[src/rtl/phase_monitor_pkg.sv]
// phase_monitor_pkg: phase encodings, successor function, FSM states and error codes
package phase_monitor_pkg;
  localparam logic [2:0] PH0 = 3'b000;
  localparam logic [2:0] PH1 = 3'b001;
  localparam logic [2:0] PH2 = 3'b010;
  localparam logic [2:0] PH3 = 3'b100;
  localparam logic [1:0] ERR_ENC  = 2'b01;
  localparam logic [1:0] ERR_TRN  = 2'b10;
  localparam logic [1:0] ERR_BOTH = 2'b11;
  typedef enum logic [1:0] {INIT, RUN, FAULT} state_t;
  function automatic logic [2:0] succ(input logic [2:0] s);
    return s == PH0 ? PH1 : s == PH1 ? PH2 : s == PH2 ? PH3 : PH0;
  endfunction
endpackage

[src/rtl/phase_monitor_idle_watchdog.sv]
// idle_watchdog: counts consecutive en_in-low cycles (saturating) and flags starvation
//   clk, rst (async active-low), en_in: monitored enable; starve: idle count reached MAX_IDLE
module idle_watchdog #(
  parameter int MAX_IDLE = 15
) (
  input  logic clk,
  input  logic rst,
  input  logic en_in,
  output logic starve
);
  logic [7:0] idle, idle_nxt;
  always_comb idle_nxt = en_in ? 8'd0 : idle == 8'(MAX_IDLE) ? idle : idle + 8'd1;
  always_ff @(posedge clk or negedge rst) begin
    if (!rst) begin
      idle   <= '0;
      starve <= 1'b0;
    end else begin
      idle   <= idle_nxt;
      starve <= idle_nxt == 8'(MAX_IDLE);
    end
  end
endmodule

[src/rtl/phase_monitor.sv]
// phase_monitor: checks an upstream phase sequencer, reports wraps, protocol errors and starvation
//   clk, rst (async active-low); en_in, state_in: monitored sequencer enable and phase
//   wrap_valid/wrap_ready/wrap_data: wrap event handshake; wrap_ovf: sticky dropped-event flag
//   err/err_code: sticky first protocol error; starve: en_in idle for MAX_IDLE cycles
module phase_monitor
  import phase_monitor_pkg::*;
#(
  parameter int CNT_W    = 8,
  parameter int MAX_IDLE = 15
) (
  input  logic             clk,
  input  logic             rst,
  input  logic             en_in,
  input  logic [2:0]       state_in,
  output logic             wrap_valid,
  input  logic             wrap_ready,
  output logic [CNT_W-1:0] wrap_data,
  output logic             wrap_ovf,
  output logic             err,
  output logic [1:0]       err_code,
  output logic             starve
);
  state_t st, st_nxt;
  logic [2:0] prev_state;
  logic prev_en, enc_bad, trn_bad, bad, wrap, take;
  logic [CNT_W-1:0] cnt, cnt_inc;
  always_comb begin
    enc_bad = !(state_in inside {PH0, PH1, PH2, PH3});
    trn_bad = prev_en ? state_in != succ(prev_state) : state_in != prev_state;
    bad     = st == RUN && (enc_bad || trn_bad);
    // a 100->000 step under enable is always legal, so no error can coincide with a wrap
    wrap    = st == RUN && prev_en && prev_state == PH3 && state_in == PH0;
    take    = wrap_valid && wrap_ready;
    cnt_inc = cnt + CNT_W'(1);
    st_nxt  = st == INIT ? RUN : bad ? FAULT : st;
  end
  always_ff @(posedge clk or negedge rst) begin
    if (!rst) begin
      st         <= INIT;
      prev_state <= PH0;
      prev_en    <= 1'b0;
      cnt        <= '0;
      wrap_valid <= 1'b0;
      wrap_data  <= '0;
      wrap_ovf   <= 1'b0;
      err        <= 1'b0;
      err_code   <= '0;
    end else begin
      st <= st_nxt;
      if (st != FAULT) begin
        prev_state <= state_in;
        prev_en    <= en_in;
      end
      if (bad) begin
        err      <= 1'b1;
        err_code <= enc_bad && trn_bad ? ERR_BOTH : enc_bad ? ERR_ENC : ERR_TRN;
      end
      if (wrap) cnt <= cnt_inc;
      // a new wrap may replace the pending event only in the cycle it is being accepted
      if (wrap && (!wrap_valid || take)) begin
        wrap_valid <= 1'b1;
        wrap_data  <= cnt_inc;
      end else if (take) wrap_valid <= 1'b0;
      if (wrap && wrap_valid && !take) wrap_ovf <= 1'b1;
    end
  end
  idle_watchdog #(.MAX_IDLE(MAX_IDLE)) u_wd (
    .clk(clk),
    .rst(rst),
    .en_in(en_in),
    .starve(starve)
  );
endmodule

[config.mk]
export PLATFORM = sky130hd
export DESIGN_NAME = phase_monitor
export DESIGN_NICKNAME = d
export VERILOG_FILES = /design/src/rtl/phase_monitor_pkg.sv /design/src/rtl/phase_monitor_idle_watchdog.sv /design/src/rtl/phase_monitor.sv
export SDC_FILE = /design/constraint.sdc
export NUM_CORES = 1
export LEC_CHECK = 0
export CAP_MARGIN = 20
export CORE_MARGIN = 4
export CORE_UTILIZATION = 30
export CTS_CLUSTER_SIZE = 30
export DETAILED_ROUTE_END_ITERATION = 10
export PLACE_DENSITY = 0.55
export SLEW_MARGIN = 10
export SYNTH_ARGS = -nofsm -noshare
export SYNTH_HDL_FRONTEND = slang
export SYNTH_SLANG_ARGS = --single-unit
[constraint.sdc]
create_clock -name clk -period 2.35 [get_ports clk]
set_clock_uncertainty 0.1 [all_clocks]
set_input_delay 0.47 -clock clk [delete_from_list [all_inputs] [get_ports clk]]
set_output_delay 0.47 -clock clk [all_outputs]
set_load 0.01 [all_outputs]
[Word-level counts from Yosys, hierarchy flattened]
Cells that the tools add are included.
Operators by class
  add/sub/neg operators: 2
  equality and inequality tests: 12
  multiplexer cells: 12
  reductions and logical operators: 20
Operator list (number)
  8-bit by 1-bit adder with 8-bit output (second input constant): 2
  8-bit by 4-bit == test with 1-bit output (second input constant): 2
  8-bit 2-to-1 mux: 2
  1-bit logical AND: 9
  3-bit 2-to-1 mux: 3
  2-bit 2-to-1 mux: 4
  3-bit by 1-bit == test with 1-bit output (second input constant): 2
  3-bit by 2-bit == test with 1-bit output (second input constant): 2
  3-bit == test (second input constant): 2
  3-bit logical NOT: 2
  3-bit inequality test: 2
  2-bit nonzero test: 2
  4-bit nonzero test: 1
  1-bit logical NOT: 3
  1-bit 2-to-1 mux: 3
  2-bit by 1-bit == test with 1-bit output (second input constant): 1
  2-bit logical NOT: 1
  1-bit logical OR: 2
  2-bit inequality test (second input constant): 1
Storage, ports and cells
  bits in registers: 36
  bits of input ports: 7
  output and inout port bits: 14
  word-level logic and storage cells: 57

[Depth between registers and ports, before layout]
  depth after elaboration: 10
  gate-level depth with buffers: 8

[Cells and area by module]
Synthesis repeated with hierarchy kept, for this count alone.
Second synthesis, totals
  cells, all modules: 183
  area, all modules: 1930.6 um^2
By module, submodules not included
  phase_monitor: instances 1, cells an instance 121, area an instance 1355.0 um^2, seq. area each 675.6 um^2
  idle_watchdog: instances 1, cells an instance 62, area an instance 575.6 um^2, seq. area each 225.2 um^2

[Worst setup path before layout]
No wires, ideal clock.
  path kind: input to register
  start: in state_in[1]
  end: reg st[0]
  setup time: 0.073 ns
  data arrival time: 1.511 ns
  required time: 2.177 ns
  path slack: 0.666 ns
  stages on the path: 6
  cell sequence: buf_6 or3_1 a31oi_1 o32ai_2 o21ai_1 a21boi_2
On the way
  longest elaborated chain between the ends: 6
Ends and longest elaborated chain
  start, declared: RTL line phase_monitor.sv:14  | input logic [2:0] state_in,
  3-bit by 1-bit == test with 1-bit output, or another cell as far along: RTL line phase_monitor.sv:28  | enc_bad = !(state_in inside {PH0, PH1, PH2, PH3});
  4-bit nonzero test: RTL line phase_monitor.sv:28
  1-bit logical NOT: RTL line phase_monitor.sv:28
  1-bit logical OR (*): RTL line phase_monitor.sv:30  | bad = st == RUN && (enc_bad || trn_bad);
  1-bit logical AND (*): RTL line phase_monitor.sv:30
  2-bit nonzero test (no source line) (*)
  end signal, assigned: RTL line phase_monitor.sv:49  | st <= st_nxt;
  end, declared: RTL line phase_monitor.sv:23  | state_t st, st_nxt;
Every way passes the cells marked *; elsewhere a longest branch is shown, timed or not.
A chain may end at the register's enable or synchronous reset.

[Final worst setup path]
  start: in state_in[1]
  end: reg err_code[1]
On the way
  longest elaborated chain between the ends: 5
Ends and longest elaborated chain
  3-bit by 1-bit == test with 1-bit output, or another cell as far along: RTL line phase_monitor.sv:28
  4-bit nonzero test: RTL line phase_monitor.sv:28
  1-bit logical NOT: RTL line phase_monitor.sv:28
  1-bit logical AND / 1-bit logical OR (equally long branches): RTL line phase_monitor.sv:56, phase_monitor.sv:30
  2-bit 2-to-1 mux / 1-bit logical AND (equally long branches): RTL line phase_monitor.sv:56, phase_monitor.sv:30
  end signal, assigned: RTL line phase_monitor.sv:56  | err_code <= enc_bad && trn_bad ? ERR_BOTH : enc_bad ? ERR_ENC : ERR_TRN;
  end, declared: RTL line phase_monitor.sv:20  | output logic [1:0] err_code,
Several ways; a longest one is shown, not always the timed one.

==> metrics.txt <==
status finished clean; synthesized net count 182; fraction of layout instances using a drive strength above 1 0.126; largest fanout on the critical path 9; later-pin clock latency in the skew report 280 ps; violation count after the first detailed-route iteration 56; Fin. Hold Viols 0; Num CTS Buffers 5; most used standard cells in the synthesized netlist 36 x dfrtp_1, 21 x nand2_1, 16 x xnor2_1; synthesized area per cell 10.5 um2; maximum level of the CTS H-tree 2; count of yosys warnings during synthesis 0; multi-input gate area in the final layout 850 um2; Inserted Diodes 0; DR pass1 iterations 4; Max-Slew Margin vs Limit 0.689; number of endpoints failing setup at the final stage 0; CTS resizes 0; synthesis-to-layout area growth 21.0%; Routed wire per std cell 11.7 um; post-route fraction of the period consumed by the critical path 0.836; flip-flop and latch count after synthesis 36; Hold Slack 372 ps; TritonCTS clock tree done; signal arrival time at the worst endpoint 2020 ps; via density per instance 4.69; kind of end point of the critical path register; maximum vdd ir drop 0.255 mV; Die Ht 85.9 um; number of top-level pins 21; initial antenna violation count 0; max-capacitance violation count 0; highest attainable clock frequency 509 MHz; summed negative setup slack over all endpoints 0 ps; global-route wire length before repair 5870 um; starting utilization of the core area 0.309; HPWL after DPL 2330 um; # rows 28; worst setup path category in2reg; cell count after synthesis 173; sequential fraction of the synthesis area 0.495; number of global-route vias before repair 1,230; number of inserted filler cells in the final layout 600; CP Launch Type primary input; final-report max-slew violation count 0; clock-pin slew on the worst setup and hold paths 70 ps; CP required 2410 ps; placer congestion estimate 0.724; Leak 0.931 nW; post-route minimum period 1960 ps; Cell Pwr Density 666 nW/um2; proportion of synthesized flip-flops having asynchronous set or reset 1.00; setup repair after global routing missed its margin false; clk sink count 36; remaining global-route overflow 0; post-synth design cell area 1820 um2; number of routed nets with antenna violations 0; Netlist cell types 45; area share of the largest cell type after synthesis 0.495; Slew @ Worst Pin 466 ps; count of vias placed by the detailed router 1,286; # DRC 0; # hold bufs at CTS 0; area of the core 5890 um2; pin count of the biggest net entering global routing 37; count leader, synth dfrtp_1; most frequently used flop master after synthesis dfrtp_1; post-CTS setup buffer count 0; total area of sequential cells 901 um2; most area-consuming cells after synthesis dfrtp_1 50%, xnor2_1 7.7%, nand2_1 4.3%; Buffers on Ports 20; type of the tightest min-delay check reg2reg; maximum count of clock buffers along a single path 2; CTS root buffer clkbuf_8; global-route usage over all layers 0.0989; Detailed Route WL 3200 um; post-synth top area cell dfrtp_1; horizontal extent of the die 85.9 um; nets 208; Total Die Area 7370 um2; number of enable flip-flop cells after synthesis 0
==> sequential cells by signal, indices dropped and copies added (netlist names) <==
name         cells
wrap_valid       1
cnt              8
err_code         2
prev_en          1
wrap_ovf         1
st               2
wrap_data        8
u_wd.idle        8
u_wd.starve      1
prev_state       3
err              1
==> placed cells by master (no fill, tap or decap), types with 2 or more instances in the layout <==
cell type and n:
o21ai_0 9, nand2b_1 4, nand3_1 2, nor2_1 10, ha_1 2, nor2b_1 3
inv_1 6, o21ai_1 9, and3_1 6, nor3_2 2, dfrtp_1 36, nand4b_1 2
nand4_1 2, nand2_1 21, xor2_1 2, mux2_2 3, buf_4 5, or3_1 3
a21oi_1 6, clkdlybuf4s50_1 20, a31oi_1 2, clkbuf_8 7, xnor2_1 16
==> layout make-up <==
class | count | area share
tap | 75 | 0.0426
timing repair buffer | 25 | 0.108
inverter | 6 | 0.0102
clock buffer | 7 | 0.0438
sequential | 36 | 0.409
multi-input combinational | 125 | 0.386
==> routing by layer <==
metal  part of all wire  vias up  GRT usage
met5                  0        -          0
met2               0.44       22      0.149
li1                   -      650          -
met4              0.022        0     0.0432
met3              0.036        8     0.0240
met1               0.50      606      0.135
==> worst paths after layout <==
check,slack [ps],cells after the start,startpoint,end
min reg2reg,370,1,err,err
max,390,6,state_in[1],err_code[1]
min,370,1,err,err
min in group asynchronous,500,2,rst,wrap_data[6]
max reg2reg,510,5,u_wd.idle[0],u_wd.starve
max in group asynchronous,1310,2,rst,u_wd.idle[1]
==> worst max-delay path, cell delays in order <==
cell and delay, ps:
clkdlybuf4s50_1 550, or3_1 420, a31oi_1 160, o32ai_2 130, o21ai_1 190, o21ai_0 110
==> power breakdown <==
| part | total (mW) | switching (mW) | internal, mW |
|---|---|---|---|
| combinational | 0.246 | 0.107 | 0.138 |
| sequential | 0.753 | 0.0872 | 0.666 |
| clock | 0.468 | 0.207 | 0.261 |
==> stage by stage <==
stage	total power, mW	setup slack [ps]	cell area (um2)	instances	utilization
4_1_cts	1.49	354	2200	274	0.374
5_1_grt	1.56	206	2200	274	0.374
3_5_place_dp	1.01	48.5	2100	267	0.358
6_report	1.47	386	2200	274	0.374
2_1_floorplan	0.941	666	1820	173	-
3_3_place_gp	1.01	69.5	2100	267	0.358
==> logic make-up (layout without fill, tap and decap cells) <==
logic type | Yosys count | count (layout) | synth area share
multiplexers | 5 | 5 | 0.0323
adder cells (fa/ha/maj) | 2 | 2 | 0.0138
AND/OR/NAND/NOR | 65 | 65 | 0.212
flip-flops | 36 | 36 | 0.495
buffers and inverters | 12 | 38 | 0.0378
XOR/XNOR | 18 | 18 | 0.0867
AO/OA/AOI/OAI | 35 | 35 | 0.122
Power figures use the tool's default switching activity.
